==> config.mk <==
export PLATFORM = sky130hd
export DESIGN_NAME = cpu_sequencer
export DESIGN_NICKNAME = d
export VERILOG_FILES = /design/src/rtl/cpu_sequencer.sv
export SDC_FILE = /design/constraint.sdc
export NUM_CORES = 1
export LEC_CHECK = 0
export CAP_MARGIN = 25
export CELL_PAD_IN_SITES_DETAIL_PLACEMENT = 1
export CELL_PAD_IN_SITES_GLOBAL_PLACEMENT = 1
export CORE_MARGIN = 1
export CORE_UTILIZATION = 29
export CTS_BUF_LIST = sky130_fd_sc_hd__clkbuf_2
export CTS_CLUSTER_SIZE = 24
export DETAILED_ROUTE_END_ITERATION = 16
export PLACE_DENSITY = 0.9
export SYNTH_ARGS = -nofsm -noshare
export SYNTH_HDL_FRONTEND = slang
export SYNTH_SLANG_ARGS = --single-unit
export TNS_END_PERCENT = 30
==> constraint.sdc <==
create_clock -name clk -period 1.7 [get_ports clk]
set_input_delay 0.34 -clock clk [delete_from_list [all_inputs] [get_ports clk]]
set_output_delay 0.34 -clock clk [all_outputs]
set_load 0.02 [all_outputs]
==> src/rtl/cpu_sequencer.sv <==
// ----------------------------------------------------------------------------
// cpu_sequencer
//
// Multi-cycle control sequencer for the 8-bit CPU. Each instruction is
// stepped through FETCH -> DECODE -> EXEC/MEM -> WB under a memory handshake,
// and program counter, memory, register-file and ALU controls are decoded
// from the current state and the registered instruction byte.
//
// Optional feature macro: CPU_SEQ_JC_EN
//   defined   : JC (111xxx10) loads the PC when carry_flag is set
//   undefined : JC behaves as a NOP (DECODE -> EXEC -> FETCH, no pc_load)
//
// Ports
//   clk          in   system clock, rising edge
//   reset        in   asynchronous active-high reset
//   run          in   permission to start a new fetch (looked at in FETCH)
//   instruction  in   [7:0] memory read data, valid with mem_ready
//   mem_ready    in   memory completes the current request this cycle
//   alu_carry    in   ALU carry-out, captured at the end of EXEC
//   mem_req      out  memory request, held until mem_ready
//   mem_read     out  request is a read (fetch or LOAD)
//   mem_write    out  request is a write (STORE)
//   addr_sel     out  0 = address from PC, 1 = address from register data1
//   pc_increment out  PC+1 strobe (DECODE)
//   pc_load      out  PC load strobe (JMP/JC in EXEC)
//   reg_write    out  register-file write strobe (WB)
//   wb_sel       out  0 = ALU result, 1 = memory data
//   alu_op       out  [2:0] ALU operation, IR[7:5] during EXEC
//   ir           out  [7:0] registered instruction
//   carry_flag   out  carry captured by the last ALU instruction
//   state        out  [2:0] current FSM state
//   halted       out  high while in HALT
// ----------------------------------------------------------------------------
module cpu_sequencer (
  input  logic       clk,
  input  logic       reset,
  input  logic       run,
  input  logic [7:0] instruction,
  input  logic       mem_ready,
  input  logic       alu_carry,
  output logic       mem_req,
  output logic       mem_read,
  output logic       mem_write,
  output logic       addr_sel,
  output logic       pc_increment,
  output logic       pc_load,
  output logic       reg_write,
  output logic       wb_sel,
  output logic [2:0] alu_op,
  output logic [7:0] ir,
  output logic       carry_flag,
  output logic [2:0] state,
  output logic       halted
);

  typedef enum logic [2:0] {
    S_FETCH  = 3'd0,
    S_DECODE = 3'd1,
    S_EXEC   = 3'd2,
    S_MEM    = 3'd3,
    S_WB     = 3'd4,
    S_HALT   = 3'd5
  } state_t;

  state_t     r_state;
  state_t     w_next;
  logic [7:0] r_ir;
  logic       r_carry;
  logic       r_fetch_pend;

  logic [2:0] w_opc;
  logic       w_is_alu;
  logic       w_is_load;
  logic       w_is_store;
  logic       w_is_ctrl;
  logic       w_is_halt;
  logic       w_is_jc;
  logic       w_fetch_req;
  logic       w_jc_take;

  assign w_opc      = r_ir[7:5];
  assign w_is_alu   = (w_opc <= 3'd4);
  assign w_is_load  = (w_opc == 3'd5);
  assign w_is_store = (w_opc == 3'd6);
  assign w_is_ctrl  = (w_opc == 3'd7);
  assign w_is_halt  = w_is_ctrl & r_ir[0];
  assign w_is_jc    = w_is_ctrl & ~r_ir[0] & r_ir[1];

`ifdef CPU_SEQ_JC_EN
  assign w_jc_take  = r_carry;
`else
  assign w_jc_take  = 1'b0;
`endif

  // A fetch, once started, stays requested even if run drops; reset kills it
  // immediately so mem_req falls without waiting for a clock edge.
  assign w_fetch_req = (run | r_fetch_pend) & ~reset;

  // State, instruction and carry registers.
  always_ff @(posedge clk or posedge reset) begin
    if (reset) begin
      r_state      <= S_FETCH;
      r_ir         <= 8'h00;
      r_carry      <= 1'b0;
      r_fetch_pend <= 1'b0;
    end else begin
      r_state      <= w_next;
      r_fetch_pend <= (r_state == S_FETCH) && w_fetch_req && !mem_ready;
      if ((r_state == S_FETCH) && w_fetch_req && mem_ready) begin
        r_ir <= instruction;
      end
      if ((r_state == S_EXEC) && w_is_alu) begin
        r_carry <= alu_carry;
      end
    end
  end

  // Next-state and Moore output decode.
  always_comb begin
    w_next       = S_FETCH;
    mem_req      = 1'b0;
    mem_read     = 1'b0;
    mem_write    = 1'b0;
    addr_sel     = 1'b0;
    pc_increment = 1'b0;
    pc_load      = 1'b0;
    reg_write    = 1'b0;
    wb_sel       = 1'b0;
    alu_op       = 3'd0;
    halted       = 1'b0;
    case (r_state)
      S_FETCH: begin
        mem_req  = w_fetch_req;
        mem_read = w_fetch_req;
        if (w_fetch_req && mem_ready) begin
          w_next = S_DECODE;
        end else begin
          w_next = S_FETCH;
        end
      end
      S_DECODE: begin
        pc_increment = 1'b1;
        if (w_is_load || w_is_store) begin
          w_next = S_MEM;
        end else if (w_is_halt) begin
          w_next = S_HALT;
        end else begin
          w_next = S_EXEC;
        end
      end
      S_EXEC: begin
        alu_op = w_opc;
        if (w_is_alu) begin
          w_next = S_WB;
        end else begin
          // JMP always loads; JC loads only when taken.
          pc_load = w_is_jc ? w_jc_take : w_is_ctrl;
          w_next  = S_FETCH;
        end
      end
      S_MEM: begin
        mem_req   = 1'b1;
        addr_sel  = 1'b1;
        mem_read  = w_is_load;
        mem_write = w_is_store;
        if (!mem_ready) begin
          w_next = S_MEM;
        end else if (w_is_load) begin
          w_next = S_WB;
        end else begin
          w_next = S_FETCH;
        end
      end
      S_WB: begin
        reg_write = 1'b1;
        wb_sel    = w_is_load;
        w_next    = S_FETCH;
      end
      S_HALT: begin
        halted = 1'b1;
        w_next = S_HALT;
      end
      default: begin
        w_next = S_FETCH;
      end
    endcase
  end

  assign ir         = r_ir;
  assign carry_flag = r_carry;
  assign state      = r_state;

endmodule

; ---- Yosys cells after proc, flatten, opt, wreduce, memory -nomap -nowiden
; Cells that the tools add are included.
[op_classes]
n_reduce_logical = 8
magnitude_cmp = 1
muxes = 19
bitwise_logic = 7
eq_ne = 8
[op_table]
columns = operator, n
row1 = two-way mux 3 bit, 6
row2 = == test 3 bit (second input constant), 5
row3 = case mux 3 bit (5 select lines), 1
row4 = two-way mux 1 bit, 10
row5 = == test 3 x 2 -> 1 bit (second input constant), 2
row6 = logical AND 1 bit, 5
row7 = AND 1 bit, 4
row8 = case mux 1 bit (2 select lines), 2
row9 = == test 3 x 1 -> 1 bit (second input constant), 1
row10 = less-or-equal comparator 3 bit (second input constant), 1
row11 = zero test 3 bit, 1
row12 = NOT 1 bit, 2
row13 = zero test 1 bit, 1
row14 = logical OR 1 bit, 1
row15 = bitwise OR 1 bit, 1
[totals]
in_bits = 13
regBits = 13

; ---- Depth between registers and ports, before layout
; Gate-level depths: netlist of run 1.
[logic_depth]
word_depth = 6
depth_mapped = 4
mapped_depth_nobuf = 3

; ---- Least setup slack after synthesis of run 1
; No wires, ideal clock.
[synth_timing]
path_kind = register -> output
start = reg r_state[2] (netlist: state[2])
end = out wb_sel
setup_slack_ns = -0.283
path_stages_with_launch = 4
arrival_time_ns = 1.643
path_cell_list = dfrtp_1 > inv_1 > nor3_1 > nor2b_1
[synth_via]
elab_chain_cells = 2
[synth_lines]
columns = element, line_no
row1 = start: declaration, 65  ; state_t r_state;
row2 = start signal: assignment, 107  ; r_state <= w_next;
row3 = == test 3 bit, 131  ; case (r_state)
row4 = two-way mux 1 bit, 131
row5 = end: declaration, 48  ; output logic wb_sel,
; Every way passes these cells.

; ---- Final worst setup path of run 1
[layout_timing]
start = reg r_state[2] (netlist: state[2])
end = out mem_write
[layout_via]
elab_chain_cells = 2
[layout_lines]
columns = element, line_no
row1 = == test 3 x 2 -> 1 bit, 131
row2 = two-way mux 1 bit, 131
row3 = end: declaration, 43  ; output logic mem_write,
; Every way passes these cells.

==> results of run 1 <==
## cell usage in the layout, fill, tap and decap left out
master	synthesis	routed
a221o_1	1	1
o22ai_1	1	1
nor2_4	0	1
clkbuf_2	0	4
or2b_1	1	1
and4bb_2	1	1
and3_1	4	3
o211ai_1	1	1
mux2_4	3	3
nor3b_2	0	3
buf_4	0	28
nor2b_1	3	2
clkdlybuf4s50_1	0	16
o21ai_0	4	2
nor3_4	0	1
and3_4	0	1
mux2_2	6	6
nand3b_1	2	2
buf_12	0	1
o21ai_1	0	1
inv_2	0	1
nor2_1	3	2
buf_6	0	11
nand2_1	4	4
nor3_2	0	1
dlygate4sd2_1	0	7
a211o_1	1	1
inv_1	3	2
dfrtp_1	13	13
o211ai_4	1	1
nor2b_4	0	1
o21ai_2	0	1
nor4_4	1	1
## registers in the layout (all words and copies together), names as in the netlist
signal,flops
carry_flag,1
r_fetch_pend,1
state,3
ir,8
## cell type report
class | count | area [µm²]
Fill cell | 242 | 845
Timing Repair Buffer | 63 | 576
Multi-Input combinational cell | 42 | 400
Sequential cell | 13 | 325
Tap cell | 28 | 35.0
Clock buffer | 4 | 20.0
Inverter | 3 | 11.3
## power by group
part           internal (W)  switching (W)  total, W
Clock             0.0000625       0.000103  0.000165
Combinational      0.000935       0.000799   0.00173
Sequential         0.000453       0.000127  0.000580
Total               0.00145        0.00103   0.00248
## what timing repair did
action	in CTS	in global routing
pin swaps	6	1
buffers inserted	5	1
setup endpoints to repair	19	13
gates resized for setup	83	11
## final timing paths
check | start | to | slack (ns)
max reg2reg | state[2]$_DFF_PP0_ | ir[1]$_DFFE_PP0P_ | 0.07
min | reset | state[1]$_DFF_PP0_ | 0.27
min reg2reg | ir[3]$_DFFE_PP0P_ | ir[3]$_DFFE_PP0P_ | 0.54
max | state[2]$_DFF_PP0_ | mem_write | -0.19
max in group asynchronous | reset | ir[1]$_DFFE_PP0P_ | 1.07
min in group clk | ir[3]$_DFFE_PP0P_ | ir[3]$_DFFE_PP0P_ | 0.54
## cells by family after synthesis
kind of cell	share of synthesized area, %
DFF	47.4
buffers and inverters	2.37
muxes	16.4
and+or+nand+nor	23.1
AOI/OAI and AO/OA	10.7
## worst reg2reg max path, cell delays in order, from the launching register on
cell	delay (ns)
dfrtp_1	0.42
buf_6	0.13
buf_4	0.13
nor4_4	0.17
buf_4	0.17
o211ai_4	0.07
buf_12	0.15
mux2_4	0.29
## per-layer routing
layer	up-vias	GRT usage (%)
met5	-	0
met4	0	0
met3	0	5.15
met2	27	40.2
met1	355	22.6
li1	347	-
## through the flow
| step | total power [W] | TNS, ns | util (%) |
|---|---|---|---|
| floorplan | 0.00130 | -0.200 | - |
| global placement | 0.00210 | -3.15 | 57.0 |
| detailed placement | 0.00217 | -3.72 | 57.0 |
| CTS | 0.00238 | -0.914 | 60.1 |
| global route | 0.00263 | -1.89 | 61.8 |
| finish | 0.00248 | -0.957 | 61.8 |
==> results by group, run 1 <==
Floorplanning
  • I/O pins: 37
  • Floorplan row count: 17
  • Die Span X: 50.7 µm
  • Core area: ~0.0022 mm²
  • Starting Density: between 30% and 40%
  • Die area: between 0.002 and 0.003 mm²
  • Die Span Y: about 51 µm

Timing
  • Tmin final: ~1.9 ns
  • Final period utilization: 111%
  • Clock Skew: 0.0129 ns
  • Final Worst Setup Slack: -0.186 ns
  • RSZ-0062 raised after global routing: yes
  • Final Hold Vio Count: 0
  • Hold slack: approximately 0.27 ns
  • Fmax: around 530 MHz
  • Final setup violation count: 9
  • Slew Limit Fails: 0
  • Worst Tran Pin Value: 0.521 ns
  • Slew HR: 65.2%

Critical path
  • Top delay family on crit path: simple AND/OR/NAND/NOR gates
  • Critical Path AT: between 1.5 and 2 ns
  • CP max stage cell: dfrtp_1
  • Worst path cell trace: buf_6 -> buf_6 -> nand3b_1 -> nor3_2 -> buf_4
  • R2R depth: 7
  • Critical Path Fanout Max: 4
  • Crit path required time: 1.36 ns
  • WP depth: 5
  • Worst setup EP type: output port
  • Max incr delay on CP: 0.42 ns
  • Most frequent CP cell: buf_6
  • Critical path type: flop to output port
  • CP bufs+invs: 3
  • CP Launch Type: flop

Place
  • DP Worst Slack: -0.657 ns
  • Half-perimeter wire length after placement: 1.78 mm
  • Buffers on Ports: 36
  • Final Wtd Congestion: 0.734
  • Placed Cells: 143
  • Placed instance area: 0.00126 mm²

GRT
  • GR Overflow Total: 0
  • Vias in the first global route: 814
  • Global Route Usage Sum: 20.3%
  • Largest net degree at the start of global routing: 14
  • First-pass GRT wire length: about 3.9 mm
  • Initial antenna violation count: 0

Routing
  • Met2 wire length: roughly 1.3 mm
  • DRT Pass-1 Iters: 4
  • DRT Wirelength: 2.34 mm
  • Final ANT Viol Nets: 0
  • DRC violations left: 0
  • DR vias/cell: 4.76
  • Via count: about 730
  • Iter 0 DRT Violations: 5
  • Wire length on met3: around 130 µm
  • Post-DR wirelength/cell: 15.3 µm
  • M1 WL: around 900 µm
  • DR top layer: met3

Layout
  • Share of cells above drive strength 1: 52.8%
  • Nets: 139
  • N_diodes: 0
  • Final instance area: 0.00137 mm²
  • Area Growth Syn to Fin: 99.1%
  • Non-Filler Instances: 153

Clock tree
  • Clk root buf: clkbuf_2
  • Post-cts hold buffer count: 0
  • Clock Sinks: 13
  • Clock latency on the worst-skew pair: between 0.2 and 0.3 ns
  • TritonCTS Buffers: 3
  • Htree depth: 1
  • CTS tree: yes
  • Reg clk slew, reported paths: 0.14 ns
  • Clk buf depth: 2

Run status
  • Outcome: complete, but fails checks
  • Failing checks: negative setup slack

Flow run
  • MaxCap Viol Count: 0

Pwr
  • Max VDD drop: between 1 and 1.5 mV
  • Pwr/cell area: 1810 mW/mm²
  • Static Leak: 0.657 nW

Yosys
  • Syn Std Cell Area: a little under 700 µm²
  • Syn Inst Count: 59
  • Share of the synthesized area in the top cell type: 47.4%
  • Seq/Total Area, Yosys: a little under half
  • Synth Register Bits: 13
  • Count leader, synth: dfrtp_1
  • Primary FF master, synth: dfrtp_1
  • Cell taking the most area after synthesis: dfrtp_1
  • Yosys cell types: 21
  • Syn Area/Cell: 11.6 µm²
  • Top post-synthesis cells by area: dfrtp_1 (47%), mux2_2 (9.8%), mux2_4 (6.6%)
  • Post-synth EDFFs: 0
  • Share of flip-flops with an asynchronous set or reset: 100%
  • Syn nets: 72
  • Top cells by count, synth: dfrtp_1 (13), mux2_2 (6), and3_1 (4), nand2_1 (4), o21ai_0 (4)
  • Yosys warnings: 0

Hold path
  • Hold WC Path Type: input pin to async pin
Note: power is estimated with default switching activity, not from simulation.
==> run 2, diff against run 1 <==
- CTS_CLUSTER_DIAMETER: unset -> 120
- SLEW_MARGIN: unset -> 5
==> results of run 2 <==
Same layout as run 1: the final DEF is identical, and so are final timing and power.
